===== src/rtl/enemy_row_step_ctrl.sv =====
// enemy_row_step_ctrl
// Per-enemy sequencer that sits in front of the row move logic. It owns the
// spawn/alive/dead state, the 2-bit movement phase and the registered
// {x[9:0], y[8:0]} position. On each movement tick it takes the move
// logic's next-position result into the position register.
//
// Optional build macro ENEMY_SPEEDUP_EN: the tick period starts at
// MOVE_PERIOD on every spawn and halves (floored at 2) each time the phase
// wraps 11->00. Without the macro the period is the constant MOVE_PERIOD.
module enemy_row_step_ctrl #(
   parameter int          MOVE_PERIOD       = 1_000_000,
   parameter int          PHASE_STEPS       = 32,
   parameter logic [9:0]  INIT_X            = 10'd320,
   parameter logic [8:0]  VERTICAL_POSITION = 9'd108,
   parameter logic [18:0] NONE              = 19'h7FFFF
) (
   input  logic        i_Clk,
   input  logic        i_Rst_n,
   input  logic        i_Start,
   input  logic        i_Pause,
   input  logic        i_Hit,
   input  logic [18:0] i_NextPosition,
   output logic        o_EnemyState,
   output logic [1:0]  o_PhaseState,
   output logic [18:0] o_EnemyPosition,
   output logic        o_Step
);

   localparam int TICK_W = (MOVE_PERIOD > 1) ? $clog2(MOVE_PERIOD) : 1;
   localparam int STEP_W = (PHASE_STEPS > 1) ? $clog2(PHASE_STEPS) : 1;

   localparam logic [1:0] S_IDLE = 2'd0;
   localparam logic [1:0] S_RUN  = 2'd1;
   localparam logic [1:0] S_DEAD = 2'd2;

   localparam logic [STEP_W-1:0] STEP_LAST = STEP_W'(PHASE_STEPS - 1);
   localparam logic [18:0]       SPAWN_POS = {INIT_X, VERTICAL_POSITION};

   logic [1:0]        r_state;
   logic [TICK_W-1:0] r_tick;
   logic [STEP_W-1:0] r_step_cnt;
   logic [1:0]        r_phase;
   logic [18:0]       r_position;
   logic              r_step;

   logic [TICK_W-1:0] w_tick_last;
   logic              w_running;
   logic              w_step;
   logic              w_phase_wrap;

`ifdef ENEMY_SPEEDUP_EN
   localparam int PER_W = $clog2(MOVE_PERIOD + 1);

   logic [PER_W-1:0] r_period;
   logic [PER_W-1:0] w_period_half;

   assign w_period_half = r_period >> 1;
   assign w_tick_last   = TICK_W'(r_period - PER_W'(1));

   // Effective period: reload on spawn, halve (floor 2) on each 11->00 phase wrap
   always_ff @(posedge i_Clk or negedge i_Rst_n) begin
      if (!i_Rst_n) begin
         r_period <= PER_W'(MOVE_PERIOD);
      end else if (i_Start) begin
         r_period <= PER_W'(MOVE_PERIOD);
      end else if (w_phase_wrap && (r_phase == 2'b11) && !(r_state == S_RUN && i_Hit)) begin
         r_period <= (w_period_half < PER_W'(2)) ? PER_W'(2) : w_period_half;
      end
   end
`else
   assign w_tick_last = TICK_W'(MOVE_PERIOD - 1);
`endif

   // Step decision: a running, unpaused enemy whose tick counter has reached the period end
   always_comb begin
      w_running    = (r_state == S_RUN) && !i_Pause;
      w_step       = w_running && (r_tick == w_tick_last);
      w_phase_wrap = w_step && (r_step_cnt == STEP_LAST);
   end

   // Main FSM, counters, phase and position; priority is start > hit > step
   always_ff @(posedge i_Clk or negedge i_Rst_n) begin
      if (!i_Rst_n) begin
         r_state    <= S_IDLE;
         r_tick     <= '0;
         r_step_cnt <= '0;
         r_phase    <= 2'b00;
         r_position <= NONE;
         r_step     <= 1'b0;
      end else begin
         // NOTE: every register here is updated with <= so all of them see the
         // pre-edge values of each other; a blocking = would let later lines
         // observe the new state and silently reorder the priority chain.
         r_step <= 1'b0;
         if (i_Start) begin
            r_state    <= S_RUN;
            r_tick     <= '0;
            r_step_cnt <= '0;
            r_phase    <= 2'b00;
            r_position <= SPAWN_POS;
         end else if ((r_state == S_RUN) && i_Hit) begin
            // Phase is deliberately left as it was when the enemy died
            r_state    <= S_DEAD;
            r_tick     <= '0;
            r_step_cnt <= '0;
            r_position <= NONE;
         end else if (w_running) begin
            if (w_step) begin
               r_tick     <= '0;
               r_position <= i_NextPosition;
               r_step     <= 1'b1;
               if (w_phase_wrap) begin
                  r_step_cnt <= '0;
                  r_phase    <= r_phase + 2'b01;
               end else begin
                  r_step_cnt <= r_step_cnt + STEP_W'(1);
               end
            end else begin
               r_tick <= r_tick + TICK_W'(1);
            end
         end
      end
   end

   assign o_EnemyState    = (r_state == S_RUN);
   assign o_PhaseState    = r_phase;
   assign o_EnemyPosition = r_position;
   assign o_Step          = r_step;

endmodule


===== config.mk =====
export PLATFORM = sky130hd
export DESIGN_NAME = enemy_row_step_ctrl
export DESIGN_NICKNAME = d
export VERILOG_FILES = /design/src/rtl/enemy_row_step_ctrl.sv
export SDC_FILE = /design/constraint.sdc
export NUM_CORES = 1
export LEC_CHECK = 0
export ABC_AREA = 1
export BUFFER_PORTS_ARGS = -buffer_cell sky130_fd_sc_hd__buf_2
export CORE_MARGIN = 8
export CORE_UTILIZATION = 50
export DETAILED_ROUTE_END_ITERATION = 6
export PLACE_DENSITY = 0.74
export SLEW_MARGIN = 20
export SYNTH_ARGS = -nofsm -noshare
export SYNTH_HDL_FRONTEND = slang
export SYNTH_SLANG_ARGS = --single-unit

===== constraint.sdc =====
create_clock -name i_Clk -period 1.65 [get_ports i_Clk]
set_input_delay 0.0825 -clock i_Clk [delete_from_list [all_inputs] [get_ports i_Clk]]
set_output_delay 0.0825 -clock i_Clk [all_outputs]
set_load 0.02 [all_outputs]

[Word level (Yosys, flattened, before mapping)]
Cells that the tools add are included.
Widths: inputs -> output; s select.
Cells by class
  reductions and logical operators: 13
  mux-type cells: 24
  add/subtract/negate cells: 3
  equality and inequality tests: 4
Operators by type and width (number)
  $mux 20: 4
  $mux 19: 4
  $mux 5: 5
  $add 20x1->20 const B: 1
  $eq 20x20->1 const B: 1
  $mux 2: 7
  $reduce_bool 2->1: 4
  $reduce_bool 3->1: 2
  $add 5x1->5 const B: 1
  $eq 5x5->1 const B: 1
  $logic_and 1x1->1: 4
  $mux 1: 4
  $reduce_and 4->1: 1
  $add 2x1->2 const B: 1
  $eq 2x1->1 const B: 1
  $ne 2x2->1 const B: 1
  $reduce_and 2->1: 1
  $logic_not 1->1: 1
Word-level totals
  output and inout bits: 23
  register bits: 49
  logic and storage cells: 50
  input port bits: 24

[Depth between registers and ports, before layout]
  depth in word-level cells: 9
  gate-level depth with buffers: 12

[Worst setup path after synthesis]
No wires, ideal clock.
  kind: flip-flop to flip-flop
  start: reg r_tick[0]
  end: reg r_step_cnt[4]
  cell stages (with the launch flop): 13
  required time: 1532 ps
  clock period less this slack: 1674 ps
  setup slack: -24 ps
  setup time: 118 ps
  path buffers: 2
  arrival: 1556 ps
  path through: dfrtp_1 ha_1 nand2_1 nor2_2 nand2_2 nor2_4 nand2_2 nand2_4 inv_2 buf_6 buf_6 nand2_1 nand2_1
On the way
  word-level cells in the longest chain between the ends: 8
  elaborated cells on any way between the ends: 10
  those cells by class: 1 x eq/ne; 5 x mux; 4 x reduce/logical
RTL lines
  start, declared: line 40  | logic [TICK_W-1:0] r_tick;
  start signal, assigned: line 119  | r_tick <= r_tick + TICK_W'(1);
  $eq 20x20->1 *: line 77  | w_step = w_running && (r_tick == w_tick_last);
  $logic_and 1x1->1 *: line 77
  $logic_and 1x1->1: line 78  | w_phase_wrap = w_step && (r_step_cnt == STEP_LAST);
  $mux 5: line 112  | if (w_phase_wrap) begin
  $mux 5: line 108  | if (w_step) begin
  $mux 5: line 107  | end else if (w_running) begin
  $mux 5: line 101  | end else if ((r_state == S_RUN) && i_Hit) begin
  $mux 5: line 95  | if (i_Start) begin
  end signal, assigned: line 116  | r_step_cnt <= r_step_cnt + STEP_W'(1);
  end, declared: line 41  | logic [STEP_W-1:0] r_step_cnt;
Every way passes the cells marked *; elsewhere a longest branch is shown, timed or not. The select of a mux whose other input is x is not followed.
A chain may end at the register's enable or synchronous reset.

[Final worst setup path]
  start: reg r_tick[1]
  end: reg r_position[8] (netlist: o_EnemyPosition[8])
On the way
  word-level cells in the longest chain between the ends: 4
RTL lines
  $eq 20x20->1: line 77
  $logic_and 1x1->1: line 77
  $reduce_bool 3->1 (no source line)
  $reduce_and 2->1 (no source line)
  end signal, assigned: line 110  | r_position <= i_NextPosition;
  end, declared: line 43  | logic [18:0] r_position;
Every way passes these cells.

==> impl_metrics.csv <==
group,metric,value,unit
floorplanning,effective_utilization_at_floorplan,51.8,%
power_and_ir_drop,p_leak,0.00157,uW
yosys,synth-main-ff-cell,"dfrtp_1",
sta,max_freq,0.601,GHz
yosys,syn_inst,337,
sta,rsz_0062_raised_after_global_routing,"true",
detailed_routing,vias_per_cell,5.13,
floorplanning,placeableCoreArea,5070,sq um
clocking,cts_tree,"yes",
global_route,grt_max_degree,50,
sta,final.setup_skew,0.00931,ns
yosys,yosys_register_bits,49,
yosys,synth_enable_flop_cells,0,
worst_setup_path,minimum_setup_slack_among_reg_to_reg_paths,-0.01,ns
worst_setup_path,timing.critical_path.required,1.90,ns
placement,globalplace.congestion,0.897,
detailed_routing,wl,6.85,mm
cells_and_area,finalNetCount,445,
clocking,cts_inserted_buffers,5,
sta,slew_headroom,58.7,%
cells_and_area,number_of_antenna_cells_inserted,0,
clocking,cts.sinks,49,
global_route,grt_pass1_vias,2505,
placement,number_of_buffers_added_on_ports,46,
yosys,synth_async_sr_flop_share,100,%
worst_setup_path,critical_path_arrival,1.91,ns
worst_setup_path,critical_path.max_stage_delay,0.36,ns
worst_setup_path,cp_num_buf_inv,2,
worst_setup_path,r2r_start,"r_tick[1]$_DFFE_PN0P_",
detailed_routing,detail-route-antenna-nets,0,
floorplanning,top_ports,47,
worst_setup_path,worstReg2RegEnd,"o_EnemyPosition[8]$_DFFE_PN1P_",
yosys,syn_area_per_cell,7.79,sq um
floorplanning,num_rows,26,
yosys,ys.warnings.count,0,
hold_path,timing.hold.worst.start,"i_NextPosition[15]",
sta,slew_violations,0,
worst_setup_path,timing.critical_path.fanout_max,15,
sta,fin_hold_ws,0.00386,ns
placement,dp_hpwl,4.71,mm
sta,finalSetupViolations,7,
detailed_routing,drt-pass1-iter-count,5,
global_route,grt_first_pass_wirelength,11.2,mm
global_route,grt.overflow.total,0,
sta,number_of_endpoints_with_negative_hold_slack_in_the_final_report,0,
detailed_routing,dr.first_iter.drc_count,192,
cells_and_area,post-route-util,67.9,%
clocking,clock_latency,0.32,ns
hold_path,min_path_cells,3,
detailed_routing,detailroute.via_count,2511,
worst_setup_path,setup.worst_path.class,"flop to flop",
worst_setup_path,start_kind,"flop",
run_status,failed_checks,"negative setup slack",
power_and_ir_drop,worst_ir_drop_vdd,0.000568,V
cells_and_area,area_delta_synth_final,31.3,%
cells_and_area,drive_gt1_share,34.4,%
power_and_ir_drop,power.density_cell_area,810,nW/um^2
yosys,synth_nets,364,
global_route,grtUsageTotal,18.3,%
placement,detailed_place.area,3090,sq um
worst_setup_path,timing.critical_path.max_delay_family,"simple AND/OR/NAND/NOR gates",
sta,period_needed,1.66,ns
worst_setup_path,slowest_stage,"dfrtp_1",
clocking,ctsHtreeMaxLevel,2,
run,number_of_max_capacitance_violations_reported,0,
clocking,clock_tree.buffer_depth,2,
sta,final_critical_path_setup_slack,-0.0129,ns
global_route,grt_antenna_before_repair,0,
floorplanning,chipHeight,88.5,um
sta,timing.final.crit_share,101,%
floorplanning,design.die.area,7830,sq um
worst_setup_path,crit_path_end_kind,"flop",
detailed_routing,remaining_drc_errors,0,
run_status,status,"finished, violations left",
clocking,cts.reportedPaths.clkPinSlew,0.09,ns
yosys,syn-cell-area,2630,sq um
sta,timing_worst_slew_pin_value,0.619,ns
yosys,synthDistinctLibCells,34,
cells_and_area,postLayoutCellArea,3450,sq um
detailed_routing,wire_per_inst,14.0,um
worst_setup_path,timing.critical_path.cells,"ha_2 > nand2_2 > nor2_4 > nand2_2 > nor2_4 > nand2_4 > nand2_8 > inv_8 > buf_12 > o21ai_1",
yosys,synth-seq-area-share,47.6,%
hold_path,worst_hold_path_type,"input port to flop",
floorplanning,dieWidth,88.5,um
worst_setup_path,rr_worst_depth,10,
clocking,clk_root_buffer_cell,"clkbuf_8",
hold_path,hold_path_end,"o_EnemyPosition[15]$_DFFE_PN1P_",
## cell usage in the layout, fill, tap and decap left out, types with 6 or more instances in the layout
cell type  Yosys  final
nand2_1       94     88
buf_2          5     47
nor2_1        39     34
dfrtp_1       30     30
buf_4          0     28
o21ai_0       29     26
inv_1         26     25
dfstp_2       19     19
nand3_1       18     16
a21oi_1       11     11
o21ai_1       10      9
nand2_2        5      8
nor3_1         9      7
xor2_1         6      6
## report_power, final
group          internal (uW)  switching, uW
registers               1310           38.6
clock network            463            447
logic                    196            334
total                   1970            819
## worst max path at each step
| stage | start | cells after the start | end | slack (ns) |
|---|---|---|---|---|
| detailed placement | r_state[1]$_DFFE_PN0P_ | 7 | r_tick[10]$_DFFE_PN0P_ | -0.12 |
| finish | r_tick[1]$_DFFE_PN0P_ | 10 | o_EnemyPosition[8]$_DFFE_PN1P_ | -0.01 |
| CTS | r_tick[1]$_DFFE_PN0P_ | 10 | o_EnemyPosition[10]$_DFFE_PN1P_ | 0.008 |
| floorplan | r_tick[0]$_DFFE_PN0P_ | 12 | r_step_cnt[4]$_DFFE_PN0P_ | -0.002 |
| global placement | r_state[1]$_DFFE_PN0P_ | 7 | r_tick[10]$_DFFE_PN0P_ | -0.04 |
| global route | r_tick[1]$_DFFE_PN0P_ | 11 | r_step_cnt[3]$_DFFE_PN0P_ | -0.14 |
## flip-flops by register name, summed over array words and instances, names as in the netlist
name             count
o_EnemyPosition     19
o_PhaseState         2
o_Step               1
r_state              2
r_step_cnt           5
r_tick              20
## metrics by stage
stage	instances	setup slack, ns	setup TNS (ns)	power [uW]
floorplan	337	-0.00155	-0.00155	1630
detailed placement	468	-0.116	-0.861	1810
global route	489	-0.136	-3.04	2930
global placement	468	-0.0447	-0.0796	1800
CTS	482	0.00759	0	2740
finish	489	-0.0129	-0.0322	2790
## logic make-up after synthesis
family / count (synthesis) / synth area share (%)
AOI/OAI and AO/OA: 56 / 11.2
xor gates and xnor gates: 7 / 2.33
adders and majority gates: 3 / 1.43
buffers and inverters: 41 / 6.67
DFF: 49 / 47.6
muxes: 1 / 0.381
and+or+nand+nor: 180 / 30.4
## timing repair
action | 4_1_cts | 5_1_grt
hold buffers | 4 | 0
hold endpoints to repair | 33 | 0
setup endpoints to repair | 29 | 40
resized for setup | 7 | 29
pin swaps | 1 | 9
buffers inserted | 2 | 4
cloned | 0 | 3
## Yosys cell counts, types with 6 or more instances
library cell / instances / area (sq um)
nand2_1: 94 / 353
nor2_1: 39 / 146
dfrtp_1: 30 / 751
o21ai_0: 29 / 145
inv_1: 26 / 97.6
dfstp_2: 19 / 499
nand3_1: 18 / 90.1
a21oi_1: 11 / 55.1
o21ai_1: 10 / 50.1
nor3_1: 9 / 45.0
xor2_1: 6 / 52.6
## final cells by class
type	count	area, sq um
well taps	70	87.6
multi-input cells	247	1310
fillers	435	1630
clock buffers	5	68.8
inverters	32	133
clock inverters	3	47.5
flip-flops and latches	49	1250
repair buffers	83	553
## worst min-delay path, delay by kind of cell
family	cells	cell delay, ns
AO/OA/AOI/OAI	1	0.07
buffers and inverters	1	0.08
AND/OR/NAND/NOR	1	0.06
## routing by layer
layer  routed length [um]  part of all wire [%]  vias to the layer above  global-route usage (%)
met2                 3290                    48                       80                    29.7
met5                    0                     0                        -                       0
li1                     -                     -                     1251                       -
met1                 3100                    45                     1175                    22.6
met3                  405                   5.9                        5                    6.13
met4                   55                  0.80                        0                    5.38
Note: power is estimated with default switching activity, not from simulation.
